<file path="config.mk">
export PLATFORM = sky130hd
export DESIGN_NAME = wb_uart_slave
export DESIGN_NICKNAME = d
export VERILOG_FILES = /design/src/rtl/wb_uart_slave.sv
export SDC_FILE = /design/constraint.sdc
export NUM_CORES = 1
export LEC_CHECK = 0
export CORE_MARGIN = 4
export CORE_UTILIZATION = 36
export DETAILED_ROUTE_END_ITERATION = 10
export MAX_ROUTING_LAYER = met4
export PLACE_DENSITY_LB_ADDON = 0.2
export SYNTH_ARGS = -nofsm -noshare
export SYNTH_HDL_FRONTEND = slang
export SYNTH_SLANG_ARGS = --single-unit
</file>
<file path="constraint.sdc">
create_clock -name clk -period 3.12 [get_ports clk]
set_input_delay 0.312 -clock clk [delete_from_list [all_inputs] [get_ports clk]]
set_output_delay 0.312 -clock clk [all_outputs]
set_load 0.005 [all_outputs]
</file>
<file path="src/rtl/wb_uart_slave.sv">
// Wishbone classic slave exposing an 8N1 UART: status, data and baud-divisor registers,
// a 16x-oversampled transmitter and receiver, and a receive-available interrupt.
module wb_uart_slave #(
   parameter int unsigned CLK_FREQ = 50000000,
   parameter int unsigned BAUD     = 115200
) (
   input  logic        clk,
   input  logic        reset,
   input  logic        wb_cyc_i,
   input  logic        wb_stb_i,
   input  logic        wb_we_i,
   input  logic [31:0] wb_adr_i,
   input  logic [3:0]  wb_sel_i,
   input  logic [31:0] wb_dat_i,
   output logic [31:0] wb_dat_o,
   output logic        wb_ack_o,
   input  logic        uart_rxd,
   output logic        uart_txd,
   output logic        rx_irq
);
   localparam int unsigned DIV_RST_INT = CLK_FREQ / (16 * BAUD) - 1;
   localparam logic [15:0] DIV_RST     = DIV_RST_INT[15:0];

   typedef enum logic [1:0] {TX_IDLE, TX_START, TX_DATA, TX_STOP} tx_state_t;
   typedef enum logic [2:0] {RX_IDLE, RX_START, RX_DATA, RX_STOP, RX_BREAK} rx_state_t;

   logic        ack_q, ack_d;
   logic [31:0] dat_o_q, dat_o_d;
   logic [15:0] div_q, div_d, cnt_q, cnt_d;
   tx_state_t   tx_state_q, tx_state_d;
   logic [3:0]  tx_tcnt_q, tx_tcnt_d;
   logic [2:0]  tx_bit_q, tx_bit_d;
   logic [7:0]  tx_shift_q, tx_shift_d;
   logic        txd_q, txd_d;
   logic        rxd_s1_q, rxd_s2_q;
   rx_state_t   rx_state_q, rx_state_d;
   logic [3:0]  rx_tcnt_q, rx_tcnt_d;
   logic [2:0]  rx_bit_q, rx_bit_d;
   logic [7:0]  rx_shift_q, rx_shift_d, rx_byte_q, rx_byte_d;
   logic        avail_q, avail_d, overrun_q, overrun_d, frame_err_q, frame_err_d;

   logic req, tx_busy, tick, stall, access;
   logic wr_data, wr_div, rd_status, rd_data;

   // A DATA write while the transmitter is busy is stalled rather than dropped.
   assign req       = wb_cyc_i & wb_stb_i;
   assign tx_busy   = (tx_state_q != TX_IDLE);
   assign tick      = (cnt_q == 16'd0);
   assign stall     = wb_we_i & (wb_adr_i[3:2] == 2'd1) & tx_busy;
   assign access    = req & ~ack_q & ~stall;
   assign wr_data   = access &  wb_we_i & (wb_adr_i[3:2] == 2'd1);
   assign wr_div    = access &  wb_we_i & (wb_adr_i[3:2] == 2'd2);
   assign rd_status = access & ~wb_we_i & (wb_adr_i[3:2] == 2'd0);
   assign rd_data   = access & ~wb_we_i & (wb_adr_i[3:2] == 2'd1);

   logic unused_ok;
   assign unused_ok = ^{wb_sel_i, wb_adr_i[31:4], wb_adr_i[1:0], wb_dat_i[31:16]};

   always_comb begin
      // NOTE: every _d starts from a default so no branch can infer a latch.
      ack_d       = access;
      dat_o_d     = '0;
      div_d       = div_q;
      cnt_d       = tick ? div_q : cnt_q - 16'd1;
      tx_state_d  = tx_state_q;
      tx_tcnt_d   = tx_tcnt_q;
      tx_bit_d    = tx_bit_q;
      tx_shift_d  = tx_shift_q;
      txd_d       = txd_q;
      rx_state_d  = rx_state_q;
      rx_tcnt_d   = rx_tcnt_q;
      rx_bit_d    = rx_bit_q;
      rx_shift_d  = rx_shift_q;
      rx_byte_d   = rx_byte_q;
      avail_d     = avail_q;
      overrun_d   = overrun_q;
      frame_err_d = frame_err_q;

      if (access && !wb_we_i) begin
         case (wb_adr_i[3:2])
            2'd0:    dat_o_d = {28'd0, frame_err_q, overrun_q, tx_busy, avail_q};
            2'd1:    dat_o_d = {24'd0, rx_byte_q};
            2'd2:    dat_o_d = {16'd0, div_q};
            default: dat_o_d = '0;
         endcase
      end
      if (wr_div) begin
         div_d = wb_dat_i[15:0];
         cnt_d = wb_dat_i[15:0];
      end

      case (tx_state_q)
         TX_IDLE: if (wr_data) begin
            tx_state_d = TX_START;
            tx_tcnt_d  = 4'd0;
            tx_shift_d = wb_dat_i[7:0];
            txd_d      = 1'b0;
         end
         TX_START: if (tick) begin
            tx_tcnt_d = tx_tcnt_q + 4'd1;
            if (tx_tcnt_q == 4'd15) begin
               tx_state_d = TX_DATA;
               tx_bit_d   = 3'd0;
               txd_d      = tx_shift_q[0];
            end
         end
         TX_DATA: if (tick) begin
            tx_tcnt_d = tx_tcnt_q + 4'd1;
            if (tx_tcnt_q == 4'd15) begin
               tx_shift_d = {1'b0, tx_shift_q[7:1]};
               tx_bit_d   = tx_bit_q + 3'd1;
               txd_d      = tx_shift_q[1];
               if (tx_bit_q == 3'd7) begin
                  tx_state_d = TX_STOP;
                  txd_d      = 1'b1;
               end
            end
         end
         default: if (tick) begin
            tx_tcnt_d = tx_tcnt_q + 4'd1;
            if (tx_tcnt_q == 4'd15) tx_state_d = TX_IDLE;
         end
      endcase

      // Host clears come first so a same-edge receive event wins.
      if (rd_data)   avail_d = 1'b0;
      if (rd_status) begin
         overrun_d   = 1'b0;
         frame_err_d = 1'b0;
      end
      case (rx_state_q)
         RX_IDLE: if (tick && !rxd_s2_q) begin
            rx_state_d = RX_START;
            rx_tcnt_d  = 4'd0;
         end
         RX_START: if (tick) begin
            rx_tcnt_d = rx_tcnt_q + 4'd1;
            if (rx_tcnt_q == 4'd7) begin
               rx_tcnt_d  = 4'd0;
               rx_bit_d   = 3'd0;
               rx_state_d = rxd_s2_q ? RX_IDLE : RX_DATA;
            end
         end
         RX_DATA: if (tick) begin
            rx_tcnt_d = rx_tcnt_q + 4'd1;
            if (rx_tcnt_q == 4'd15) begin
               rx_shift_d = {rxd_s2_q, rx_shift_q[7:1]};
               rx_bit_d   = rx_bit_q + 3'd1;
               if (rx_bit_q == 3'd7) rx_state_d = RX_STOP;
            end
         end
         RX_STOP: if (tick) begin
            rx_tcnt_d = rx_tcnt_q + 4'd1;
            if (rx_tcnt_q == 4'd15) begin
               if (rxd_s2_q) begin
                  rx_byte_d  = rx_shift_q;
                  avail_d    = 1'b1;
                  if (avail_q && !rd_data) overrun_d = 1'b1;
                  rx_state_d = RX_IDLE;
               end else begin
                  frame_err_d = 1'b1;
                  rx_state_d  = RX_BREAK;
               end
            end
         end
         default: if (rxd_s2_q) rx_state_d = RX_IDLE;
      endcase
   end

   always_ff @(posedge clk) begin
      if (reset) begin
         ack_q       <= 1'b0;
         dat_o_q     <= '0;
         div_q       <= DIV_RST;
         cnt_q       <= '0;
         tx_state_q  <= TX_IDLE;
         tx_tcnt_q   <= '0;
         tx_bit_q    <= '0;
         tx_shift_q  <= '0;
         txd_q       <= 1'b1;
         rxd_s1_q    <= 1'b1;
         rxd_s2_q    <= 1'b1;
         rx_state_q  <= RX_IDLE;
         rx_tcnt_q   <= '0;
         rx_bit_q    <= '0;
         rx_shift_q  <= '0;
         rx_byte_q   <= '0;
         avail_q     <= 1'b0;
         overrun_q   <= 1'b0;
         frame_err_q <= 1'b0;
      end else begin
         // NOTE: non-blocking assignments so every flop samples pre-edge values.
         ack_q       <= ack_d;
         dat_o_q     <= dat_o_d;
         div_q       <= div_d;
         cnt_q       <= cnt_d;
         tx_state_q  <= tx_state_d;
         tx_tcnt_q   <= tx_tcnt_d;
         tx_bit_q    <= tx_bit_d;
         tx_shift_q  <= tx_shift_d;
         txd_q       <= txd_d;
         rxd_s1_q    <= uart_rxd;
         rxd_s2_q    <= rxd_s1_q;
         rx_state_q  <= rx_state_d;
         rx_tcnt_q   <= rx_tcnt_d;
         rx_bit_q    <= rx_bit_d;
         rx_shift_q  <= rx_shift_d;
         rx_byte_q   <= rx_byte_d;
         avail_q     <= avail_d;
         overrun_q   <= overrun_d;
         frame_err_q <= frame_err_d;
      end
   end

   assign wb_ack_o = ack_q;
   assign wb_dat_o = dat_o_q;
   assign uart_txd = txd_q;
   assign rx_irq   = avail_q;
endmodule

</file>
After elaboration in Yosys (flattened, before gate mapping)
Index checks and enable logic that the tools add are counted.
{ "op_classes": {"add_sub_neg": 5, "multipliers": 0, "n_div": 0, "n_lt_le_gt_ge": 0, "n_eq_ne": 27, "shift": 0, "n_mux": 69, "bitwise": 15, "reduce_logical": 31} }
{ "op_table": {"columns": ["cell", "n"], "rows": [
  ["two-way mux 3 bit", 18],
  ["case mux 16 bit (3 select lines)", 1],
  ["two-way mux 16 bit", 2],
  ["two-way mux 4 bit", 7],
  ["!= test 2 bit, second input constant", 14],
  ["two-way mux 8 bit", 3],
  ["two-way mux 1 bit", 22],
  ["two-way mux 2 bit", 9],
  ["zero test 16 bit", 1],
  ["case mux 8 bit (2 select lines)", 1],
  ["subtractor 16 x 1 -> 16 bit, second input constant", 1],
  ["case mux 3 bit (2 select lines)", 2],
  ["case mux 3 bit (4 select lines)", 1],
  ["case mux 4 bit (3 select lines)", 1],
  ["AND reduction 4 bit", 3],
  ["nonzero test 2 bit", 6],
  ["AND 1 bit", 11],
  ["AND reduction 5 bit", 2],
  ["AND reduction 9 bit", 1],
  ["adder 4 x 1 -> 4 bit, second input constant", 2],
  ["equality test 4 bit, second input constant", 2],
  ["AND reduction 8 bit", 1],
  ["adder 3 x 1 -> 3 bit, second input constant", 2],
  ["equality test 3 x 2 -> 1 bit, second input constant", 2],
  ["other kinds (19)", 32]
]} }
{ "totals": {"regBits": 114, "latchBits": 0, "ram_bits": 0, "romBits": 0, "memories": 0} }

Depth between registers and ports, before layout
{ "logic_depth": {"ltp_word": 14, "mapped_depth": 8} }

Worst setup path before layout
No wires, ideal clock.
{ "synth_timing": {"path_kind": "reg-to-reg", "startpoint": "reg cnt_q[11]", "endpoint": "reg rx_shift_q[0]", "arrival_ns": 2.068, "setup_slack_ns": 0.924, "stages_incl_launch_ff": 7, "synth_period_minus_slack_ns": 2.196, "path_cell_list": "dfxtp_1 or4_4 or4_4 nor3_2 buf_6 mux2i_1 nor2_1"} }
{ "synth_between": {"elab_chain_len": 2} }
{ "synth_rtl": {"columns": ["item", "line_no", "text"], "rows": [
  ["start: declaration", "29", "logic [15:0] div_q, div_d, cnt_q, cnt_d;"],
  ["start signal: assignment", "196", "cnt_q <= cnt_d;"],
  ["zero test 16 bit", "48", "assign tick = (cnt_q == 16'd0);"],
  ["AND reduction 3 bit (no source line)", null, null],
  ["end signal: assignment", "207", "rx_shift_q <= rx_shift_d;"],
  ["end: declaration", "39", "logic [7:0] rx_shift_q, rx_shift_d, rx_byte_q, rx_byte_d;"]
]} }
Every way passes these cells.
A chain may end at the register's enable or synchronous reset.

Worst setup path in the final report
{ "layout_timing": {"startpoint": "reg cnt_q[0]", "endpoint": "reg tx_state_q[1]"} }
{ "layout_between": {"elab_chain_len": 3, "elab_cells_between_ends": 5, "cone_classes": "eq/ne: 2; reduce/logical: 3"} }
{ "layout_rtl": {"columns": ["item", "line_no", "text"], "rows": [
  ["zero test 16 bit (*)", "48", null],
  ["!= test 2 bit (no source line) / nonzero test 2 bit (equally long branches)", null, null],
  ["AND reduction 8 bit (no source line) (*)", null, null],
  ["end signal: assignment", "197", "tx_state_q <= tx_state_d;"],
  ["end: declaration", "30", "tx_state_t tx_state_q, tx_state_d;"]
]} }
Every way passes the cells marked *; elsewhere a longest branch is shown, timed or not.

==> results_dict.tcl <==
set metrics [dict create \
    netlist_area_sq_um 4670 \
    powerDensity_nw_per_um2 768 \
    wl_per_cell_um 14.8 \
    synth_area_leaders "dfxtp_1 (42%), mux2i_1 (6.6%), a21oi_1 (6.3%), nor2_1 (4.7%), nand2_1 (4.3%)" \
    dpl.hpwl_um 7900 \
    grt_max_degree 61 \
    status "complete, no violations" \
    synth_top_area_share_pct 42.0 \
    grt-ovfl-total 0 \
    cts_hold_buf 0 \
    synthFlopType "dfxtp_1" \
    htreeDepth 3 \
    diodes 0 \
    pre_cts_ws_ns 0.674 \
    via_per_inst 5.17 \
    synth_area_per_cell_sq_um 8.57 \
    post-route-period-util_pct 77.5 \
    rows 41 \
    core_sq_um 12700 \
    cts-resized-gates 0 \
    cts_buffers 9 \
    hp-class "flip-flop to flip-flop" \
    final_common_cell "dfxtp_1" \
    cts_tree "yes" \
    setup_viol 0 \
    leakage_nw 1.90 \
    gp_congestion 0.830 \
    finalInstanceArea_sq_um 5500 \
    tns_ns 0 \
    initial_core_util_pct 36.9 \
    tightest_slew_ns 0.780 \
    ys_ff_latch 98 \
    yosysTopAreaCell "dfxtp_1" \
    placed_area_sq_um 5220 \
    cts.sinks 98 \
    period_minus_slack_ns 2.42 \
    die_h_um 122 \
    first_pass_iters 4 \
    syn_inst 545 \
    critPathMaxFanout 13 \
    synth.distinct_cells 65 \
    grt_setup_unrepaired "false" \
    clk_latency_ns 0.35 \
    vias 3916 \
    grt_usage_pct 16.3 \
    path_class "flip-flop to flip-flop" \
    clk_pin_slew_ns 0.07 \
    drt_wl_total_um 11200 \
    post-cts-setup-buffer-count 0 \
    critical_path_arrival_ns 2.69 \
    drv_slew 0 \
    ios 109 \
    drt_iter0_drc 190 \
    cts_buffer_depth 2 \
    finalHoldViolations 0 \
    end_kind "flip-flop" \
    finalClockSkew_ns 0.00745 \
    fill_cells 1279 \
    area_growth_pct 17.7 \
    max_stage_delay_ns 0.39 \
    yosys_warnings 0 \
    async_flop_share_pct 0 \
    final_nets 666 \
    drv_cap 0 \
    slew_headroom_pct 48.0 \
    vdd.ir_drop.worst_mv 0.290 \
    grt_pass1_wl_um 18600 \
    drive_gt1_share_pct 8.19 \
    startpoint_type "flip-flop" \
    hold_ws_ns 0.411 \
    grt_pass1_vias 3770 \
    final_cell_mix "dfxtp_1 (98), a21oi_1 (59), nor2_1 (58)" \
    cp_cell_sequence "inv_1 > ha_1 > nor3b_1 > nand4_2 > buf_4 > a2bb2oi_1 > a211oi_1 > mux2i_1" \
    cts_root_buf "clkbuf_16" \
    antenna_found_initial 0 \
    crit_slowest_cell "a211oi_1" \
    worstPathRequired_ns 3.40 \
    die_w_um 122 \
    synth_enable_flop_cells 0 \
    port_buffers 42 \
    postRouteAntennaNets 0 \
    route.detailed.drc 0 \
    seq_area_frac_synth_pct 42.0 \
    max_freq_mhz 414 \
    dieArea_sq_um 14900 \
    finalWorstSetupSlack_ns 0.703 \
]
worst paths after layout:
path	from	to	slack, ns	depth (start not counted)
max	cnt_q[0]$_SDFF_PP0_	tx_state_q[1]$_SDFFE_PP0P_	0.70	8
min	rxd_s1_q$_SDFF_PP1_	rxd_s2_q$_SDFF_PP1_	0.41	1
max reg2reg	cnt_q[0]$_SDFF_PP0_	tx_state_q[1]$_SDFFE_PP0P_	0.70	8
min reg2reg	rxd_s1_q$_SDFF_PP1_	rxd_s2_q$_SDFF_PP1_	0.41	1
synthesized netlist by cell type, types with 2 or more instances:
library cell,n
a211oi_1,10
nand4_1,8
a2bb2oi_1,2
or4_4,3
nor3_2,2
and2_1,9
nor2b_1,6
a31oi_1,5
nor3b_1,3
ha_1,11
xnor2_1,5
nand2_1,53
o221ai_1,3
o211ai_1,6
or2_2,4
o21a_1,3
a22oi_1,7
a21oi_1,59
nand4b_1,2
nand3b_1,6
or4_1,3
nor4b_1,2
or3_1,5
o22ai_1,2
nand2b_1,6
clkbuf_1,24
a211o_1,6
nand3_1,7
buf_2,2
buf_4,18
dfxtp_1,98
inv_1,10
o21ai_0,22
a221oi_1,2
nor2_1,58
nor4_1,4
buf_1,2
mux2i_1,31
nor3_1,9
a21o_1,2
worst max-delay path: cells and delay by family, from the launching register on:
kind / cells / cell delay, ns
muxes: 1 / 0.23
DFF: 1 / 0.35
buffers and inverters: 2 / 0.38
and+or+nand+nor: 2 / 0.64
adders and majority gates: 1 / 0.19
AOI/OAI and AO/OA: 2 / 0.54
kinds of logic (layout without fill, tap and decap cells):
logic type | count (synthesis) | in the layout | share of synthesized area (%)
DFF | 98 | 98 | 42.0
other | 1 | 16 | 0.0802
adders and majority gates | 11 | 11 | 2.95
xor gates and xnor gates | 6 | 6 | 1.12
muxes | 32 | 32 | 6.88
AOI/OAI and AO/OA | 138 | 138 | 18.2
buffers and inverters | 57 | 83 | 6.24
and+or+nand+nor | 202 | 202 | 22.6
per-layer routing:
| metal | global-route usage, % | vias to the layer above | routed length, um |
|---|---|---|---|
| li1 | - | 1988 | - |
| met1 | 20.7 | 1854 | 5240 |
| met2 | 25.5 | 61 | 5350 |
| met3 | 3.67 | 13 | 420 |
| met4 | 5.74 | 0 | 227 |
| met5 | - | - | 0 |
sequential cells by signal, summed over array words and instances, names as in the netlist, 3 cells and up:
| signal | flops |
|---|---|
| cnt_q | 16 |
| rx_shift_q | 8 |
| rx_bit_q | 3 |
| rx_tcnt_q | 4 |
| tx_bit_q | 3 |
| tx_tcnt_q | 4 |
| div_q | 16 |
| rx_byte_q | 8 |
| tx_shift_q | 8 |
| wb_dat_o | 16 |
| rx_state_q | 3 |
metrics by stage:
step	total power, mW	util, %	cells
finish	4.22	43.4	758
global route	4.52	43.4	758
CTS	4.26	43.4	758
detailed placement	3.19	41.2	742
global placement	3.16	41.2	742
floorplan	2.78	-	560
area by class of cell:
| class | instances | area, sq um | share of cell area (%) |
|---|---|---|---|
| multi-input cells | 405 | 2480 | 45.0 |
| flip-flops and latches | 98 | 1960 | 35.7 |
| repair buffers | 57 | 528 | 9.60 |
| clock buffers | 10 | 239 | 4.34 |
| well taps | 172 | 215 | 3.91 |
| clock inverters | 6 | 42.5 | 0.773 |
| inverters | 10 | 37.5 | 0.682 |
report_power, final:
part / internal, mW / switching, mW / leakage (nW) / total [mW]
registers: 1.40 / 0.159 / 0.794 / 1.56
clock network: 0.562 / 0.490 / 0.134 / 1.05
logic: 0.725 / 0.885 / 0.973 / 1.61
total: 2.69 / 1.53 / 1.90 / 4.22
(Power assumes the default switching activity.)
